===== src/rtl/gate_share_arbiter_pkg.sv =====
// rtl/gate_share_arbiter_pkg.sv - opcodes and FSM state encoding for the shared gate arbiter
package gate_share_arbiter_pkg;

   localparam logic [1:0] OP_AND  = 2'b00;
   localparam logic [1:0] OP_OR   = 2'b01;
   localparam logic [1:0] OP_XOR  = 2'b10;
   localparam logic [1:0] OP_NAND = 2'b11;

   typedef enum logic [1:0] {
      ST_IDLE = 2'd0,
      ST_EVAL = 2'd1,
      ST_DONE = 2'd2
   } state_e;

endpackage


===== src/rtl/gate_share_arbiter_if.sv =====
// rtl/gate_share_arbiter_if.sv - requester-side bus of the shared gate arbiter
interface gate_share_arbiter_if #(
   parameter int N_REQ = 4,
   parameter int W     = 1
);
   logic [N_REQ-1:0]   req;
   logic [N_REQ*W-1:0] op_a;
   logic [N_REQ*W-1:0] op_b;
   logic [N_REQ*2-1:0] op_sel;
   logic [N_REQ-1:0]   gnt;
   logic [W-1:0]       result;
   logic [N_REQ-1:0]   done;
   logic               busy;
   logic [7:0]         op_count;

   modport master (
      output req, op_a, op_b, op_sel,
      input  gnt, result, done, busy, op_count
   );

   modport slave (
      input  req, op_a, op_b, op_sel,
      output gnt, result, done, busy, op_count
   );
endinterface


===== src/rtl/gate_share_arbiter_gate_eval_unit.sv =====
// rtl/gate_share_arbiter_gate_eval_unit.sv - combinational bitwise AND/OR/XOR/NAND selected by a 2-bit opcode
module gate_eval_unit
   import gate_share_arbiter_pkg::*;
#(
   parameter int W = 1
) (
   input  logic [1:0]   sel_i,
   input  logic [W-1:0] a_i,
   input  logic [W-1:0] b_i,
   output logic [W-1:0] y_o
);

   always_comb begin
      y_o = '0;
      case (sel_i)
         OP_AND:  y_o = a_i & b_i;
         OP_OR:   y_o = a_i | b_i;
         OP_XOR:  y_o = a_i ^ b_i;
         OP_NAND: y_o = ~(a_i & b_i);
         default: y_o = '0;
      endcase
   end

endmodule


===== src/rtl/gate_share_arbiter.sv =====
// rtl/gate_share_arbiter.sv - round-robin sharing of one registered gate unit among N_REQ requesters
module gate_share_arbiter
   import gate_share_arbiter_pkg::*;
#(
   parameter int N_REQ = 4,
   parameter int W     = 1
) (
   input  logic               clk,
   input  logic               rst,
   gate_share_arbiter_if.slave bus
);

   localparam int IDX_W = (N_REQ > 1) ? $clog2(N_REQ) : 1;

   state_e             state_q, state_d;
   logic [N_REQ-1:0]   gnt_q, gnt_d;
   logic [N_REQ-1:0]   done_q, done_d;
   logic [W-1:0]       result_q, result_d;
   logic               busy_q, busy_d;
   logic [7:0]         op_count_q, op_count_d;
   logic [IDX_W-1:0]   rr_ptr_q, rr_ptr_d;
   logic [IDX_W-1:0]   win_q, win_d;
   logic [W-1:0]       a_q, a_d;
   logic [W-1:0]       b_q, b_d;
   logic [1:0]         sel_q, sel_d;

   logic               win_found;
   logic [IDX_W-1:0]   win_idx;
   logic [IDX_W-1:0]   cand;
   logic [W-1:0]       gate_y;

   // Search starts at rr_ptr and wraps; first requester found wins.
   always_comb begin
      win_found = 1'b0;
      win_idx   = '0;
      cand      = '0;
      for (int i = 0; i < N_REQ; i++) begin
         cand = IDX_W'((int'(rr_ptr_q) + i) % N_REQ);
         if (!win_found && bus.req[cand]) begin
            win_found = 1'b1;
            win_idx   = cand;
         end
      end
   end

   gate_eval_unit #(.W(W)) u_gate (
      .sel_i (sel_q),
      .a_i   (a_q),
      .b_i   (b_q),
      .y_o   (gate_y)
   );

   always_comb begin
      state_d    = state_q;
      gnt_d      = gnt_q;
      done_d     = done_q;
      result_d   = result_q;
      busy_d     = busy_q;
      op_count_d = op_count_q;
      rr_ptr_d   = rr_ptr_q;
      win_d      = win_q;
      a_d        = a_q;
      b_d        = b_q;
      sel_d      = sel_q;
      case (state_q)
         ST_IDLE: begin
            if (win_found) begin
               gnt_d   = N_REQ'(1) << win_idx;
               busy_d  = 1'b1;
               win_d   = win_idx;
               a_d     = bus.op_a[int'(win_idx)*W +: W];
               b_d     = bus.op_b[int'(win_idx)*W +: W];
               sel_d   = bus.op_sel[int'(win_idx)*2 +: 2];
               state_d = ST_EVAL;
            end
         end
         ST_EVAL: begin
            result_d = gate_y;
            done_d   = gnt_q;
            state_d  = ST_DONE;
         end
         ST_DONE: begin
            done_d     = '0;
            gnt_d      = '0;
            busy_d     = 1'b0;
            op_count_d = op_count_q + 8'd1;
            rr_ptr_d   = (win_q == IDX_W'(N_REQ - 1)) ? '0 : win_q + IDX_W'(1);
            state_d    = ST_IDLE;
         end
         default: begin
            state_d = ST_IDLE;
            gnt_d   = '0;
            done_d  = '0;
            busy_d  = 1'b0;
         end
      endcase
   end

   always_ff @(posedge clk) begin
      if (rst) begin
         state_q    <= ST_IDLE;
         gnt_q      <= '0;
         done_q     <= '0;
         result_q   <= '0;
         busy_q     <= 1'b0;
         op_count_q <= '0;
         rr_ptr_q   <= '0;
         win_q      <= '0;
         a_q        <= '0;
         b_q        <= '0;
         sel_q      <= '0;
      end else begin
         state_q    <= state_d;
         gnt_q      <= gnt_d;
         done_q     <= done_d;
         result_q   <= result_d;
         busy_q     <= busy_d;
         op_count_q <= op_count_d;
         rr_ptr_q   <= rr_ptr_d;
         win_q      <= win_d;
         a_q        <= a_d;
         b_q        <= b_d;
         sel_q      <= sel_d;
      end
   end

   assign bus.gnt      = gnt_q;
   assign bus.done     = done_q;
   assign bus.result   = result_q;
   assign bus.busy     = busy_q;
   assign bus.op_count = op_count_q;

endmodule


===== src/flat_wrapper.sv =====
// flat-port wrapper written by rule: the top's interface ports become plain ports
module gate_share_arbiter_flat import gate_share_arbiter_pkg::*;
#(
   parameter int N_REQ = 4,
   parameter int W     = 1
)
  (clk, rst, bus_req, bus_op_a, bus_op_b, bus_op_sel, bus_gnt, bus_result, bus_done, bus_busy, bus_op_count);
  gate_share_arbiter_if #(.N_REQ(N_REQ), .W(W)) bus_i ();
  input  logic clk;
  input  logic rst;
  input wire logic [$bits(bus_i.req)-1:0] bus_req;
  input wire logic [$bits(bus_i.op_a)-1:0] bus_op_a;
  input wire logic [$bits(bus_i.op_b)-1:0] bus_op_b;
  input wire logic [$bits(bus_i.op_sel)-1:0] bus_op_sel;
  output wire logic [$bits(bus_i.gnt)-1:0] bus_gnt;
  output wire logic [$bits(bus_i.result)-1:0] bus_result;
  output wire logic [$bits(bus_i.done)-1:0] bus_done;
  output wire logic [$bits(bus_i.busy)-1:0] bus_busy;
  output wire logic [$bits(bus_i.op_count)-1:0] bus_op_count;
  assign bus_i.req = bus_req;
  assign bus_i.op_a = bus_op_a;
  assign bus_i.op_b = bus_op_b;
  assign bus_i.op_sel = bus_op_sel;
  assign bus_gnt = bus_i.gnt;
  assign bus_result = bus_i.result;
  assign bus_done = bus_i.done;
  assign bus_busy = bus_i.busy;
  assign bus_op_count = bus_i.op_count;
  gate_share_arbiter #(.N_REQ(N_REQ), .W(W)) u_core (.clk(clk), .rst(rst), .bus(bus_i));
endmodule

===== config.mk =====
export PLATFORM = sky130hd
export DESIGN_NAME = gate_share_arbiter_flat
export DESIGN_NICKNAME = d
export VERILOG_FILES = /design/src/rtl/gate_share_arbiter_pkg.sv /design/src/rtl/gate_share_arbiter_if.sv /design/src/rtl/gate_share_arbiter_gate_eval_unit.sv /design/src/rtl/gate_share_arbiter.sv /design/src/flat_wrapper.sv
export SDC_FILE = /design/constraint.sdc
export NUM_CORES = 1
export LEC_CHECK = 0
export ABC_AREA = 1
export CAP_MARGIN = 20
export CORE_MARGIN = 2
export CORE_UTILIZATION = 50
export DETAILED_ROUTE_END_ITERATION = 7
export PLACE_DENSITY = 0.8
export SLEW_MARGIN = 40
export SYNTH_ARGS = -nofsm -noshare
export SYNTH_HDL_FRONTEND = slang
export SYNTH_SLANG_ARGS = --single-unit

===== constraint.sdc =====
create_clock -name clk -period 4 [get_ports clk]
set_input_delay 0.8 -clock clk [delete_from_list [all_inputs] [get_ports clk]]
set_output_delay 0.8 -clock clk [all_outputs]
set_load 0.01 [all_outputs]

# After elaboration in Yosys (flattened, before gate mapping)
# Index checks and enable logic that the tools add are counted.
[classes]
add_sub_neg = 5
magnitude_cmp = 4
eq_ne = 7
n_shift = 4
n_mux = 25
n_bitwise = 5
reduce_logical = 10
[ops]
columns = ["cell", "count"]
rows = [
  ["4-bit one-hot mux with 2 select lines", 2],
  ["2-bit by 3-bit < comparator with 1-bit output (second input constant)", 4],
  ["2-bit 2-to-1 mux", 6],
  ["1-bit 2-to-1 mux", 9],
  ["8-bit by 1-bit adder with 8-bit output (second input constant)", 1],
  ["1-bit binary-select mux with 2-bit select", 4],
  ["2-bit == test (second input constant)", 4],
  ["4-bit by 3-bit variable part select with 1-bit output", 2],
  ["8-bit by 4-bit variable part select with 2-bit output", 1],
  ["2-bit by 1-bit adder with 2-bit output (second input constant)", 2],
  ["2-bit adder (second input constant)", 2],
  ["2-bit by 1-bit == test with 1-bit output (second input constant)", 2],
  ["2-bit zero test", 2],
  ["4-bit 2-to-1 mux", 1],
  ["1-bit one-hot mux with 4 select lines", 1],
  ["2-bit one-hot mux with 2 select lines", 1],
  ["2-bit AND reduction", 2],
  ["1-bit by 2-bit left shift with 4-bit output (first input constant)", 1],
  ["1-bit logical AND", 3],
  ["1-bit zero test", 3],
  ["2-bit by 1-bit inequality test with 1-bit output (second input constant)", 1],
  ["1-bit NOT", 2],
  ["1-bit one-hot mux with 2 select lines", 1],
  ["1-bit bitwise AND", 1],
  ["other kinds (2)", 2],
]
[totals]
register_bits = 28
input_bits = 22
out_inout_bits = 18
elab_cells = 71

# Depth between registers and ports, before layout
# Gate-level depths: netlist (run 1).
[depth]
word_depth = 15
mapped_depth = 15
ltp_nobuf = 14

# Hierarchy
# From an unflattened synthesis (run 1), not the netlist that was laid out.
[hier_totals]
cells_unflattened = 243
hier_area_um2 = 1562.7
[modules_own_cells]
columns = ["module", "n_inst", "cells_each", "area_per_inst_um2", "seq_area_each_um2"]
rows = [
  ["gate_share_arbiter", 1, 228, 1486.4, 560.5],
  ["gate_eval_unit", 1, 15, 76.3, 0.0],
]

# Worst setup path after synthesis (run 1)
# OpenSTA, ideal clock, no wires.
[synth_path]
path_type = "input-to-reg"
start = "in bus_req[2]"
end = "reg u_core.a_q"
setup_time_ns = 0.113
t_arrival_ns = 1.828
required_ns = 3.887
setup_slack_ns = 2.059
cell_stages = 11
path_buffers = 0
path_cell_list = "inv_1 > o21ai_1 > nor2_4 > nand2_4 > nor2_4 > nor2_8 > nand2_8 > inv_6 > nand2_2 > nor2_1 > nor2_1"
[synth_between]
elab_chain_cells = 13
[synth_lines]
columns = ["item", "line", "text"]
rows = [
  ["from (decl)", "flat_wrapper.sv:11", "input wire logic [$bits(bus_i.req)-1:0] bus_req;"],
  ["1-bit binary-select mux with 2-bit select", "gate_share_arbiter.sv:39", "if (!win_found && bus.req[cand]) begin"],
  ["1-bit 2-to-1 mux (not written as such)", "gate_share_arbiter.sv:39", ""],
  ["1-bit 2-to-1 mux", "gate_share_arbiter.sv:39", ""],
  ["1-bit zero test", "gate_share_arbiter.sv:39", ""],
  ["1-bit logical AND", "gate_share_arbiter.sv:39", ""],
  ["1-bit 2-to-1 mux", "gate_share_arbiter.sv:39", ""],
  ["1-bit zero test", "gate_share_arbiter.sv:39", ""],
  ["1-bit logical AND", "gate_share_arbiter.sv:39", ""],
  ["1-bit 2-to-1 mux", "gate_share_arbiter.sv:39", ""],
  ["1-bit zero test", "gate_share_arbiter.sv:39", ""],
  ["1-bit logical AND", "gate_share_arbiter.sv:39", ""],
  ["2-bit 2-to-1 mux or 1-bit 2-to-1 mux (tied branches)", "gate_share_arbiter.sv:39", ""],
  ["4-bit by 3-bit variable part select with 1-bit output or 2-bit AND reduction (tied branches)", "--", ""],
  ["to (signal assigned)", "gate_share_arbiter.sv:109", "a_q <= '0;"],
  ["to (signal assigned)", "gate_share_arbiter.sv:121", "a_q <= a_d;"],
  ["to (decl)", "gate_share_arbiter.sv:23", "logic [W-1:0] a_q, a_d;"],
]
# Parallel ways exist; a longest one is shown, timed or not. The select of a mux whose other input is x is not followed.
# A chain may end at the register's enable or synchronous reset.

# Final worst setup path (run 1)
# Ends and elaborated chain as after synthesis.

==> results of run 1 <==
-- state kept, by name, summed over array words and instances, names as in the netlist, 2 cells and up --
name,cells
u_core.win_q,2
u_core.sel_q,2
u_core.bus.op_count,8
u_core.state_q,2
u_core.rr_ptr_q,2
u_core.bus.gnt,4
u_core.bus.done,4
-- metal layers --
| layer | global-route usage [%] | share of wire (%) | vias to the layer above |
|---|---|---|---|
| met5 | 0 | 0 | - |
| met4 | 7.50 | 1.4 | 0 |
| met3 | 3.60 | 5.0 | 4 |
| met2 | 32.8 | 45 | 36 |
| met1 | 23.7 | 48 | 720 |
| li1 | - | - | 853 |
-- final timing paths --
| kind | from | cells past startpoint | slack, ns | to |
|---|---|---|---|---|
| setup / recovery | bus_req[2] | 12 | 1.77 | u_core.a_q$_SDFFE_PP0P_ |
| hold / removal | u_core.bus.op_count[7]$_SDFFE_PP0N_ | 1 | 0.46 | u_core.bus.op_count[7]$_SDFFE_PP0N_ |
| setup reg to reg | u_core.rr_ptr_q[0]$_SDFFE_PP0N_ | 13 | 2.00 | u_core.a_q$_SDFFE_PP0P_ |
| hold reg to reg | u_core.bus.op_count[7]$_SDFFE_PP0N_ | 1 | 0.46 | u_core.bus.op_count[7]$_SDFFE_PP0N_ |
-- placed cells by master (no fill, tap or decap), drive strengths merged --
cell type | netlist | layout
nand2 | 79 | 79
clkdlybuf4s50 | 0 | 39
inv | 36 | 36
dfxtp | 28 | 28
nor2 | 27 | 27
nand3 | 21 | 21
a21oi | 13 | 13
o21ai | 12 | 12
nor3 | 5 | 5
a32o | 4 | 4
ha | 4 | 4
clkbuf | 2 | 3
o211ai | 3 | 3
a31oi | 2 | 2
nand4 | 2 | 2
a21boi | 1 | 1
nor3b | 1 | 1
bufinv | 0 | 1
-- cell families (layout without fill, tap and decap cells) --
kind of cell	after synthesis	count (layout)	synth area share, %
simple gates	135	135	41.1
compound gates	35	35	13.5
fa+ha+maj	4	4	2.90
flops	28	28	32.4
buf+inv	41	79	10.1
-- Yosys cell counts (all sizes together) --
library cell,n,area (um2)
nand2,79,372
inv,36,140
dfxtp,28,561
nor2,27,163
nand3,21,110
a21oi,13,72.6
o21ai,12,60.1
nor3,5,30.0
a32o,4,40.0
ha,4,50.1
buf,3,27.5
o211ai,3,36.3
a31oi,2,12.5
clkbuf,2,7.51
nand4,2,27.5
a21boi,1,11.3
nor3b,1,7.51
-- where the power goes --
part / internal [W] / switching [W]
clock network: 0.000101 / 0.0000878
logic: 0.000123 / 0.000177
registers: 0.000308 / 0.0000266
-- worst max-delay path, stage by stage --
cell	delay [ns]
clkdlybuf4s50_1	0.49
inv_1	0.08
o21ai_1	0.29
nor2_4	0.11
nand2_4	0.11
nor2_4	0.05
nor2_8	0.14
nand2_8	0.10
inv_6	0.08
nand2_2	0.06
nor2_1	0.12
nor2_1	0.05
-- layout make-up --
type                            instances  area [um2]  share of cell area, %
Clock buffer                            3        22.5                   1.03
Clock inverter                          1        30.0                   1.37
Inverter                               36         140                   6.39
Multi-Input combinational cell        174         992                   45.2
Sequential cell                        28         561                   25.6
Tap cell                               46        57.6                   2.62
Timing Repair Buffer                   39         390                   17.8
-- metrics by stage --
step | hold WS [ns] | power (W)
final | 0.463 | 0.000824
after global routing | 0.491 | 0.000875
after CTS | 0.468 | 0.000826
after detailed placement | 0.444 | 0.000639
after global placement | 0.443 | 0.000634
after floorplan | 0.448 | 0.000558
==> impl_metrics.py, run 1 <==
metrics = {
    "status": {
        "status": "finished, final reports clean",
    },
    "routing": {
        "drt_iter0_drc": 73,
        "route.vias.total": 1613,
        "viasPerCell": 4.93,
        "wl_per_cell_um": 11.1,
        "detail-route-antenna-nets": 0,
        "drc": 0,
        "firstDrtPassIters": 4,
        "wl_mm": 3.64,
    },
    "setup_path": {
        "crit_path_max_fanout": 8,
        "cp.required_ns": 4.26,
        "arrival_ns": 2.49,
        "path_class": "in -> reg",
        "setup.worst_path.start_class": "input pin",
        "cp-end-kind": "register",
    },
    "floorplan": {
        "ioPinCount": 40,
        "core_area_um2": 3340,
        "dieArea_um2": 3940,
        "die_w_um": 62.8,
        "initial_utilization_pct": 51.8,
        "die_h_um": 62.8,
        "rows": 21,
    },
    "synthesis": {
        "postSynthCellCount": 243,
        "ys_ff_latch": 28,
        "synth_area_um2": 1730,
        "synth_fp_nets": 269,
        "ys_types": 32,
        "ys_warn_count": 0,
        "avgSynthCellArea_um2": 7.11,
        "ys_seq_area_share_pct": 32.4,
    },
    "grt": {
        "antenna_found_initial": 0,
        "overflow": 0,
        "track_usage_pct": 19.1,
        "grt_max_degree": 17,
        "grt_pass1_vias": 1526,
        "grt_pass1_wl_mm": 6.22,
    },
    "place": {
        "placed_area_um2": 2140,
        "pre_cts_ws_ns": 1.40,
        "placed_cells": 323,
        "hpwl_mm": 2.75,
        "routabilityCongestion": 0.876,
        "portBuffers": 39,
    },
    "layout": {
        "drive_gt1_share_pct": 12.8,
        "final_cells": 327,
        "final_util_pct": 65.7,
        "nFillCells": 323,
        "area_delta_synth_final_pct": 26.9,
        "fin_nets": 308,
        "diodes": 0,
        "design_area_um2": 2190,
    },
    "cts": {
        "clockBufferDepth": 2,
        "clk_latency_ns": 0.34,
        "cts_tree": "done",
        "cts_max_level": 1,
        "ctsHoldBuffers": 0,
        "cts_buffers": 3,
        "post-cts-setup-buffer-count": 0,
        "cts.clk_slew.worst_paths_ns": 0.17,
        "cts-root-buf": "clkbuf_4",
        "cts-resized-gates": 0,
        "clock-sinks": 28,
    },
    "sta": {
        "final.setup.worst_slack_ns": 1.77,
        "min_period_over_period_pct": 55.7,
        "setup_tns_ns": 0,
        "tightest_slew_ns": 0.632,
        "setup_viol": 0,
        "clock.fmax_ghz": 0.449,
        "max_slew_margin_pct": 57.7,
        "fin_crit_ns": 2.23,
        "rsz0062_at_grt": "no",
        "clock_skew_ns": 0.0218,
        "finalMaxSlewViolations": 0,
        "hold_viol": 0,
    },
    "power": {
        "cellPowerDensity_nw_per_um2": 376,
        "ir_drop_uv": 262,
        "total_leakage_power_nw": 0.964,
    },
    "worst_hold_path": {
        "hold_path.class": "reg -> reg",
    },
    "job": {
        "drv_cap": 0,
    },
}
(Power assumes the default switching activity.)
==> run 2, diff against run 1 <==
CORE_UTILIZATION = 45   (was 50)
PLACE_DENSITY = 0.76   (was 0.8)
clock period = 1.9 ns   (was 4 ns; I/O delays follow)
==> run 2 against run 1 <==
Effect of this change:
- first-iteration DRC count is 22% lower
- die area is 10% higher
- final cell count is 5.2% higher
- design area is 7.5% higher
- register-to-register slack worse by 1.8 ns
- flip-flop and latch count stayed put
- non-clock buffer count is 14 higher
- highest routed layer unchanged
==> impl_metrics.py, run 2 (synthesis gave the netlist of run 1 again) <==
metrics = {
    "status": {
        "status": "finished, final reports clean",
    },
    "grt": {
        "overflow": 0,
        "track_usage_pct": 17.1,
        "grt_pass1_wl_mm": 5.93,
        "antenna_found_initial": 0,
        "grt_max_degree": 16,
        "grt_pass1_vias": 1443,
    },
    "cts": {
        "ctsHoldBuffers": 0,
        "clock-sinks": 28,
        "cts-root-buf": "clkbuf_8",
        "cts_buffers": 3,
        "clockBufferDepth": 2,
        "cts_max_level": 1,
        "cts.clk_slew.worst_paths_ns": 0.09,
        "cts_tree": "done",
        "clk_latency_ns": 0.27,
    },
    "sta": {
        "finalMaxSlewViolations": 0,
        "clock.fmax_ghz": 0.576,
        "tightest_slew_ns": 0.421,
        "hold_viol": 0,
        "max_slew_margin_pct": 71.8,
        "setup_viol": 0,
        "fin_crit_ns": 1.74,
        "final.setup.worst_slack_ns": 0.164,
        "min_period_over_period_pct": 91.4,
        "clock_skew_ns": 0.00107,
        "rsz0062_at_grt": "no",
    },
    "power": {
        "ir_drop_uv": 407,
        "cellPowerDensity_nw_per_um2": 761,
        "total_leakage_power_nw": 1.07,
        "total_power_w": 0.00180,
    },
    "routing": {
        "firstDrtPassIters": 4,
        "route.vias.total": 1644,
        "viasPerCell": 4.78,
        "drc": 0,
        "detail-route-antenna-nets": 0,
        "wl_per_cell_um": 10.9,
        "wl_mm": 3.73,
        "drt_iter0_drc": 57,
    },
    "layout": {
        "final_util_pct": 63.9,
        "drive_gt1_share_pct": 19.9,
        "layout_commonest_cell": "nand2_1",
        "largest_reg_flops": 8,
        "design_area_um2": 2360,
        "diodes": 0,
        "final_cell_mix": "nand2_1, clkdlybuf4s50_1, inv_1",
        "area_delta_synth_final_pct": 36.5,
        "nFillCells": 339,
        "multiInputGateArea_um2": 1020,
        "fin_nets": 323,
        "register_area_um2": 563,
    },
    "floorplan": {
        "die_h_um": 66.0,
        "dieArea_um2": 4350,
        "core_area_um2": 3690,
        "rows": 22,
        "ioPinCount": 40,
        "die_w_um": 66.0,
        "initial_utilization_pct": 46.8,
    },
    "place": {
        "routabilityCongestion": 0.821,
        "pre_cts_ws_ns": -0.255,
        "hpwl_mm": 2.76,
        "placed_area_um2": 2250,
        "portBuffers": 39,
    },
    "setup_path": {
        "arrival_ns": 1.91,
        "path_class": "in -> reg",
        "setup.worst_path.start_class": "input pin",
        "crit_path_max_fanout": 8,
        "cp.required_ns": 2.08,
        "cp-end-kind": "register",
    },
    "worst_hold_path": {
        "hold_path.class": "reg -> reg",
    },
    "job": {
        "drv_cap": 0,
    },
}
[run 2: changes by cell type in the layout (fill, tap and decap cells not counted), sizes merged]
cell | before | now
buf | 0 | 14
bufinv | 1 | 0
clkbuf | 3 | 4
clkdlybuf4s50 | 39 | 37
dlymetal6s2s | 0 | 2
nand2 | 79 | 80
[run 2: layout make-up]
type | count | share of cell area, %
Timing Repair Buffer | 53 | 21.9
Tap cell | 48 | 2.55
Clock buffer | 4 | 2.33
Multi-Input combinational cell | 175 | 43.4
Inverter | 36 | 5.94
Sequential cell | 28 | 23.9
[run 2: stage by stage]
stage,hold slack [ns],setup TNS (ns),instances
after detailed placement,0.440,-2.09,338
after global routing,0.476,0,344
after CTS,0.458,0,342
after floorplan,0.448,0,243
after global placement,0.444,-1.55,338
final,0.458,0,344
[run 2: power by group]
group | total (W) | leakage (nW) | internal (W) | switching (W)
Sequential | 0.000701 | 0.230 | 0.000649 | 0.0000528
Combinational | 0.000733 | 0.808 | 0.000329 | 0.000404
Clock | 0.000361 | 0.0288 | 0.000186 | 0.000175
Total | 0.00180 | 1.07 | 0.00116 | 0.000632
[run 2: repair_timing]
action | 4_1_cts | 5_1_grt
resized for setup | 0 | 12
setup endpoints to repair | 0 | 7
setup buffers | 0 | 1
[run 2: worst paths after layout]
check                                            from                                   to  slack (ns)  depth (start not counted)
setup / recovery                           bus_req[3]              u_core.a_q$_SDFFE_PP0P_        0.16                         14
hold / removal    u_core.bus.op_count[7]$_SDFFE_PP0N_  u_core.bus.op_count[7]$_SDFFE_PP0N_        0.46                          1
setup reg to reg      u_core.rr_ptr_q[1]$_SDFFE_PP0N_       u_core.bus.gnt[0]$_SDFFE_PP0P_        0.21                         13
hold reg to reg   u_core.bus.op_count[7]$_SDFFE_PP0N_  u_core.bus.op_count[7]$_SDFFE_PP0N_        0.46                          1
[run 2: per-layer routing]
layer	part of all wire [%]	routed length, um	vias to the layer above	global-route usage (%)
met3	4.8	181	5	2.56
met5	0	0	-	0
met2	42	1570	33	27.9
li1	-	-	884	-
met1	51	1920	722	22.5
met4	1.5	56	0	6.89
[run 2: critical path, cell delays in order]
cell,delay (ns)
clkdlybuf4s50_1,0.51
inv_1,0.08
nand2_2,0.06
nand2_1,0.05
nand2_2,0.07
nand2_4,0.08
nand2_4,0.10
nor2_4,0.05
nor2_8,0.13
nand2_8,0.10
inv_6,0.08
nand2_2,0.06
nor2_1,0.11
nor2_1,0.05
==> run 3, diff against run 2 <==
CORE_ASPECT_RATIO = 2   (was not set)
GPL_TIMING_DRIVEN = 0   (was not set)
==> run 3 against run 2 <==
Effect of this change:
- utilization is 1.2 points lower
- largest cell class unchanged
- count of clock-buffer cells in the layout decreased by 1
- worst hold slack got worse by 0.0074 ns
- final cell count down 2.6%
- critical path depth unchanged
- clock power increased by 28%
- critical endpoint is now u_core.b_q$_SDFFE_PP0P_
- highest routed layer unchanged
==> impl_metrics.py, run 3 (synthesis gave the netlist of run 1 again) <==
metrics = {
    "setup_path": {
        "crit_path_max_fanout": 8,
        "worstPathCellList": "clkdlybuf4s50_1 -> inv_1 -> nand2_1 -> nand2_1 -> nand2_1 -> nand2_4 -> nand2_4 -> nor2_4 -> nor2_8 -> nand2_8 -> inv_6 -> nand2_2 -> nor2_1 -> nor2_1",
        "path_common_cell": "nand2_1",
        "worst-path-stages": 14,
        "cp.required_ns": 2.08,
        "cpPeakStageDelay_ns": 0.50,
        "r2r_start": "u_core.rr_ptr_q[0]$_SDFFE_PP0N_",
        "arrival_ns": 1.95,
        "cp-end-kind": "register",
        "setup.worst_path.start_class": "input pin",
        "path_class": "in -> reg",
        "critPathTopFamily": "simple AND/OR/NAND/NOR gates",
        "crit_path_start": "bus_req[1]",
        "reg2regPathDepth": 10,
        "crit_slowest_cell": "clkdlybuf4s50_1",
        "path_buf_inv": 3,
    },
    "routing": {
        "viasPerCell": 5.00,
        "route.vias.total": 1674,
        "detail-route-antenna-nets": 0,
        "firstDrtPassIters": 4,
        "met1_length_mm": 1.43,
        "route.met3.wl_um": 86,
        "drc": 0,
        "wl_per_cell_um": 11.5,
        "wl_mm": 3.87,
        "routed-wl-met2_mm": 2.30,
        "drt_iter0_drc": 28,
        "top_layer": "met4",
    },
    "sta": {
        "min_period_over_period_pct": 93.5,
        "clock.fmax_ghz": 0.563,
        "hold_viol": 0,
        "clock_skew_ns": 0.00350,
        "fin_crit_ns": 1.78,
        "whs_ns": 0.451,
        "setup_viol": 0,
        "max_slew_margin_pct": 64.0,
        "finalMaxSlewViolations": 0,
        "final.setup.worst_slack_ns": 0.124,
        "tightest_slew_ns": 0.536,
        "rsz0062_at_grt": "yes",
    },
    "layout": {
        "nFillCells": 375,
        "diodes": 0,
        "final_util_pct": 62.8,
        "layout_commonest_cell": "nand2_1",
        "drive_gt1_share_pct": 16.4,
        "area_delta_synth_final_pct": 32.4,
        "largest_reg_flops": 8,
        "fin_nets": 313,
        "final_cell_mix": "nand2_1, clkdlybuf4s50_1, inv_1",
        "design_area_um2": 2290,
    },
    "power": {
        "total_power_w": 0.00183,
        "total_leakage_power_nw": 1.01,
        "ir_drop_uv": 663,
        "cellPowerDensity_nw_per_um2": 801,
    },
    "grt": {
        "grt_pass1_wl_mm": 6.42,
        "overflow": 0,
        "grt_pass1_vias": 1624,
        "track_usage_pct": 19.1,
        "antenna_found_initial": 0,
        "grt_max_degree": 17,
    },
    "floorplan": {
        "dieArea_um2": 4380,
        "initial_utilization_pct": 47.4,
        "rows": 31,
        "core_area_um2": 3650,
        "die_h_um": 91.6,
        "die_w_um": 47.8,
        "ioPinCount": 40,
    },
    "cts": {
        "post-cts-setup-buffer-count": 0,
        "ctsHoldBuffers": 0,
        "cts.clk_slew.worst_paths_ns": 0.09,
        "clockBufferDepth": 2,
        "cts_max_level": 1,
        "cts_tree": "done",
        "clock-sinks": 28,
        "cts_buffers": 3,
        "clk_latency_ns": 0.27,
        "cts-root-buf": "clkbuf_8",
    },
    "place": {
        "placed_area_um2": 2170,
        "routabilityCongestion": 0.787,
        "pre_cts_ws_ns": -0.330,
        "portBuffers": 38,
        "hpwl_mm": 3.10,
    },
    "status": {
        "status": "finished, final reports clean",
    },
    "worst_hold_path": {
        "worstHoldStart": "rst",
        "hold_depth": 4,
        "hold_path.class": "in -> reg",
    },
    "job": {
        "drv_cap": 0,
    },
}
## run 3: final timing paths
path	end	slack [ns]
max	u_core.b_q$_SDFFE_PP0P_	0.12
min	u_core.b_q$_SDFFE_PP0P_	0.45
max reg2reg	u_core.b_q$_SDFFE_PP0P_	0.19
min reg2reg	u_core.bus.op_count[7]$_SDFFE_PP0N_	0.46
## run 3: power by group
group / switching, W / leakage (nW) / internal, W
Combinational: 0.000391 / 0.750 / 0.000277
Sequential: 0.0000547 / 0.229 / 0.000648
Clock: 0.000180 / 0.0357 / 0.000282
## run 3: layout make-up
| class | instances | area [um2] | area share (%) |
|---|---|---|---|
| multi-input combinational | 175 | 1030 | 45.2 |
| sequential | 28 | 562 | 24.5 |
| timing repair buffer | 38 | 385 | 16.8 |
| inverter | 36 | 140 | 6.12 |
| tap | 49 | 61.3 | 2.68 |
| clock buffer | 3 | 41.3 | 1.80 |
| buffer | 5 | 35.0 | 1.53 |
| clock inverter | 1 | 30.0 | 1.31 |
## run 3: metrics by stage
step	setup TNS (ns)	std cells
after floorplan	0	243
after global placement	-2.02	330
after detailed placement	-2.56	330
after CTS	0	334
after global routing	-0.0227	335
final	0	335
## run 3: what timing repair did
item	in CTS	in global routing
hold endpoints to repair	0	0
resized for setup	1	10
endpoints found under the setup margin	4	10
pin swaps	0	4
cloned	0	1
## run 3: layer usage
| layer | GRT usage [%] | up-vias |
|---|---|---|
| li1 | - | 864 |
| met1 | 19.4 | 781 |
| met2 | 36.7 | 24 |
| met3 | 1.77 | 5 |
| met4 | 5.86 | 0 |
| met5 | 0 | - |
## run 3: worst reg2reg max path: cells and delay by family (launching register included)
family	cells	cell delay, ns
flip-flops	1	0.40
AND/OR/NAND/NOR	8	0.75
AO/OA/AOI/OAI	1	0.31
buffers and inverters	1	0.16
